<file path="config.mk">
export PLATFORM = sky130hd
export DESIGN_NAME = csr_enc_mul_arb
export DESIGN_NICKNAME = d
export VERILOG_FILES = /design/src/rtl/csr_enc_mul_arb_pkg.sv /design/src/rtl/csr_enc_mul_arb_rr.sv /design/src/rtl/csr_enc_mul_arb.sv
export SDC_FILE = /design/constraint.sdc
export NUM_CORES = 1
export LEC_CHECK = 0
export CORE_MARGIN = 5
export CORE_UTILIZATION = 35
export DETAILED_ROUTE_END_ITERATION = 6
export DONT_BUFFER_PORTS = 1
export GPL_TIMING_DRIVEN = 0
export PLACE_DENSITY_LB_ADDON = 0.12
export SYNTH_ARGS = -nofsm -noshare
export SYNTH_HDL_FRONTEND = slang
export SYNTH_SLANG_ARGS = --single-unit
</file>
<file path="constraint.sdc">
create_clock -name clk -period 11.3 [get_ports clk]
set_input_delay 1.13 -clock clk [delete_from_list [all_inputs] [get_ports clk]]
set_output_delay 1.13 -clock clk [all_outputs]
set_load 0.01 [all_outputs]
</file>
<file path="src/rtl/csr_enc_mul_arb_pkg.sv">
// Shared constants and pipeline stage payload for the arbitrated multiplier.
package csr_enc_mul_arb_pkg;

  localparam int unsigned NREQ_DEF = 4;
  localparam int unsigned W_DEF    = 14;
  localparam int unsigned LAT_DEF  = 4;
  localparam int unsigned IDW      = $clog2(NREQ_DEF);

  // One product-carrying pipeline slot: bubble flag, issuing requester, result.
  typedef struct packed {
    logic            valid;
    logic [IDW-1:0]  id;
    logic [W_DEF-1:0] data;
  } stage_t;

endpackage

</file>
<file path="src/rtl/csr_enc_mul_arb_rr.sv">
// Round-robin requester pick and rotating priority pointer.
module csr_enc_mul_arb_rr
  import csr_enc_mul_arb_pkg::*;
#(
  parameter int unsigned NREQ = NREQ_DEF
) (
  input  logic            clk,
  input  logic            reset,
  input  logic [NREQ-1:0] req_valid,
  input  logic            adv,
  output logic [NREQ-1:0] ready_c,
  output logic            any_c,
  output logic [IDW-1:0]  grant_c
);

  logic [IDW-1:0] ptr;

  // First valid requester at or after ptr, wrapping; ready only while out of reset.
  always_comb begin
    int unsigned idx;
    any_c   = 1'b0;
    grant_c = '0;
    ready_c = '0;
    idx     = 0;
    for (int unsigned k = 0; k < NREQ; k++) begin
      idx = 32'(ptr) + k;
      if (idx >= NREQ) idx = idx - NREQ;
      if (!any_c && req_valid[IDW'(idx)]) begin
        any_c   = 1'b1;
        grant_c = IDW'(idx);
      end
    end
    if (any_c && adv && reset) ready_c[grant_c] = 1'b1;
  end

  // Pointer moves past the winner only when its request actually transfers.
  always_ff @(posedge clk or negedge reset) begin
    if (!reset) begin
      ptr <= '0;
    end else if (any_c && adv) begin
      ptr <= (grant_c == IDW'(NREQ - 1)) ? '0 : IDW'(grant_c + IDW'(1));
    end
  end

endmodule

</file>
<file path="src/rtl/csr_enc_mul_arb.sv">
// Shared signed multiplier fed by NREQ requesters through a round-robin arbiter,
// with a LAT-deep stallable pipeline and valid/ready result handshake.
module csr_enc_mul_arb
  import csr_enc_mul_arb_pkg::*;
#(
  parameter int unsigned NREQ = NREQ_DEF,
  parameter int unsigned W    = W_DEF,
  parameter int unsigned LAT  = LAT_DEF
) (
  input  logic              clk,
  input  logic              reset,
  input  logic [NREQ-1:0]   req_valid,
  output logic [NREQ-1:0]   req_ready,
  input  logic [NREQ*W-1:0] req_a,
  input  logic [NREQ*W-1:0] req_b,
  output logic              out_valid,
  input  logic              out_ready,
  output logic [W-1:0]      out_data,
  output logic [IDW-1:0]    out_id
);

  // Stages after the operand register; the last one drives the outputs.
  localparam int unsigned NDLY = LAT - 1;

  logic            ce_c;
  logic            any_c;
  logic [IDW-1:0]  grant_c;
  logic [W-1:0]    a_sel_c;
  logic [W-1:0]    b_sel_c;

  logic            s1_valid;
  logic [IDW-1:0]  s1_id;
  logic [W-1:0]    s1_a;
  logic [W-1:0]    s1_b;
  stage_t          stg [NDLY];

  // Whole pipeline advances together whenever the output slot is free or draining.
  assign ce_c      = ~out_valid | out_ready;
  assign out_valid = stg[NDLY-1].valid;
  assign out_id    = stg[NDLY-1].id;
  assign out_data  = stg[NDLY-1].data;

  csr_enc_mul_arb_rr #(.NREQ(NREQ)) u_rr (
    .clk       (clk),
    .reset     (reset),
    .req_valid (req_valid),
    .adv       (ce_c),
    .ready_c   (req_ready),
    .any_c     (any_c),
    .grant_c   (grant_c)
  );

  // Operand mux for the granted requester.
  always_comb begin
    a_sel_c = '0;
    b_sel_c = '0;
    for (int unsigned i = 0; i < NREQ; i++) begin
      if (grant_c == IDW'(i)) begin
        a_sel_c = req_a[i*W +: W];
        b_sel_c = req_b[i*W +: W];
      end
    end
  end

  // Operand register, product register, then pure delay; all hold on stall.
  // The low W bits of a product are the same for signed and unsigned operands,
  // so a W-bit multiply gives the wrapped two's-complement result directly.
  always_ff @(posedge clk or negedge reset) begin
    if (!reset) begin
      s1_valid <= 1'b0;
      s1_id    <= '0;
      s1_a     <= '0;
      s1_b     <= '0;
      for (int unsigned i = 0; i < NDLY; i++) stg[i] <= '0;
    end else if (ce_c) begin
      s1_valid      <= any_c;
      s1_id         <= grant_c;
      s1_a          <= a_sel_c;
      s1_b          <= b_sel_c;
      stg[0].valid  <= s1_valid;
      stg[0].id     <= s1_id;
      stg[0].data   <= W'(s1_a * s1_b);
      for (int unsigned i = 1; i < NDLY; i++) stg[i] <= stg[i-1];
    end
  end

endmodule

</file>
==> metrics.yaml <==
job:
  drv_cap: 0
finish:
  final_cell_mix: "nand2_1 (214), inv_1 (86), dfrtp_1 (84)"
  fin_nets: 1107
  areaGrowthSynthToFinish_pct: 8.90
  final_util_pct: 38.5
  fill_cells: 2188
  final_common_cell: "nand2_1"
  layout-drive-gt1-share_pct: 4.48
  fin_area_mm2: 0.00776
placed_design:
  numPortBuffers: 0
  post_dp_cell_area_mm2: 0.00747
  dpl.hpwl_mm: 15.8
  gp_congestion: 0.813
global_routing:
  grt_pass1_wl_mm: 31.9
  overflow: 0
  grt.total_usage_pct: 17.2
  grt_max_degree: 89
  grt_pass1_vias: 5970
  antenna_found_initial: 1
pwr:
  p_leak_nw: 3.79
  peakVddDrop_uv: 152
  power.density_mw_per_mm2: 334
  p_total_w: 0.00259
cts:
  cts_resized: 0
  clk_latency_ns: 0.35
  clkSinkCount: 84
  post-cts-setup-buffer-count: 0
  clkTransAtPathRegs_ns: 0.07
  cts_root_buf: "clkbuf_16"
  htree_levels: 3
  cts_buffers: 9
  clockBufferDepth: 2
  postCtsHoldBufs: 0
  cts_tree: "yes"
sta:
  fin_crit_sh_pct: 49.6
  hold_viol: 0
  rsz0062_at_grt: "false"
  post-route-min-period_ns: 5.61
  fin_tns_setup_ns: 0
  timing.fmax_mhz: 178
  finClkSkew_ns: 0.0109
  maxSlewHeadroom_pct: 46.0
  slew_viol_final: 0
  setup_viol: 0
  worst_pin_slew_ns: 0.803
route:
  dr.first_iter.drc_count: 145
  avgViaCountPerCell: 4.79
  drc: 0
  firstDrtPassIters: 4
  via_count: 5565
  ant_nets: 0
  wl_per_cell_um: 16.6
  routed_wl_mm: 19.4
floorplan:
  fp.dieW_um: 153
  coreArea_mm2: 0.0202
  die_h_um: 153
  boundaryPins: 140
  rows: 52
  initial_core_util_pct: 35.3
  dieArea_mm2: 0.0233
critical_path:
  r2r_start: "s1_a[4]"
  path_class: "flop to flop"
  crit_arrival_ns: 5.83
  cp-startpoint: "s1_a[4]"
  critPathRequiredTime_ns: 11.52
  cp-end-kind: "flop"
  crit_fanout: 10
  startpoint_type: "flop"
synth:
  synth_cells: 876
  ys_seq_area_share_pct: 29.5
  synth.distinct_cells: 45
  synth_ff_type: "dfrtp_1"
  async_flop_share_pct: 100
  yosysWarnings: 0
  netlist_area_mm2: 0.00713
  syn_avg_cell_area_um2: 8.14
  syn-num-nets: 1096
  ys_ff_latch: 84
  synth_edf_count: 0
outcome:
  status: "complete, no violations"
hold_path:
  min_path_type: "flop to flop"
  min-delay-start: "stg[18]"
metrics by stage:
step | hold WS, ns | setup slack [ns] | instances
CTS | 0.458 | 5.62 | 1162
floorplan | 0.430 | 6.07 | 876
finish | 0.463 | 5.69 | 1163
detailed placement | 0.456 | 5.60 | 1146
global placement | 0.452 | 5.64 | 1146
global route | 0.457 | 5.36 | 1163
synthesized netlist by cell type, drive strengths merged, types with 2 or more instances:
cell type  instances  area (um^2)
xor2               6         52.6
inv               87          327
nand3              3         15.0
xnor2             24          210
o21bai             2         15.0
buf               21          144
nor2b              2         12.5
clkbuf            46          173
nor3               2         10.0
a22oi             28          210
a21oi             69          353
a21o               3         22.5
nor2              67          251
a211o              2         17.5
nand2b             4         25.0
fa                56         1120
o211ai             2         15.0
nor3b              3         22.5
and2              49          309
a221oi             2         17.5
ha                45          563
dfrtp             84         2100
and3               4         25.0
o22ai              2         12.5
o21ai             36          180
nand2            215          810
where the power goes:
part | switching, W | internal [W] | total [W]
clock | 0.000124 | 0.000171 | 0.000295
combinational | 0.00103 | 0.000723 | 0.00175
sequential | 0.000105 | 0.000437 | 0.000542
total | 0.00126 | 0.00133 | 0.00259
routing by layer:
metal / track usage, % / up-vias / wire [um]
li1: - / 2781 / -
met1: 21.5 / 2591 / 8350
met2: 29.8 / 169 / 9460
met3: 3.52 / 24 / 1130
met4: 5.39 / 0 / 420
met5: 0 / - / 0
critical path, stage by stage (launching register included):
cell and delay, ns:
dfrtp_1 0.40, clkbuf_1 0.31, and2_1 0.28, fa_1 0.47
inv_1 0.05, fa_1 0.52, inv_1 0.05, fa_1 0.45
ha_1 0.33, fa_1 0.54, inv_1 0.06, fa_1 0.52
inv_1 0.04, ha_1 0.36, a2111oi_0 0.39, nand2_1 0.13
nand4_1 0.17, a21oi_2 0.10, xnor2_1 0.24, o21ai_1 0.08
final cells by class:
class	instances	area, um^2	share of cell area, %
plain buffers	67	317	4.08
clock buffers	10	229	2.95
clock inverters	6	65.1	0.838
diodes	1	2.50	0.0322
multi-input cells	638	4380	56.5
well taps	270	338	4.35
inverters	87	327	4.21
flip-flops and latches	84	2100	27.1
kinds of logic after synthesis:
kind of cell	share of synthesized area (%)
AOI/OAI and AO/OA	12.3
xor gates and xnor gates	4.00
adders and majority gates	23.6
buffers and inverters	9.02
DFF	29.5
muxes	0.298
and+or+nand+nor	21.3
flip-flops by register name (all words and copies together), names as in the netlist, 2 cells and up:
signal and cells:
stg 34, out_id 2, s1_b 14, s1_id 2
out_data 14, s1_a 14, u_rr.ptr 2
worst paths after layout:
path	to	slack (ns)	cells after the start
hold reg to reg	stg[18]	0.46	2
hold / removal	stg[18]	0.46	2
max in group asynchronous	s1_b[4]	10.67	0
setup reg to reg	stg[47]	5.69	19
setup / recovery	stg[47]	5.69	19
min in group asynchronous	out_data[11]	0.47	0
No activity file was read; power rests on OpenSTA's default activity.
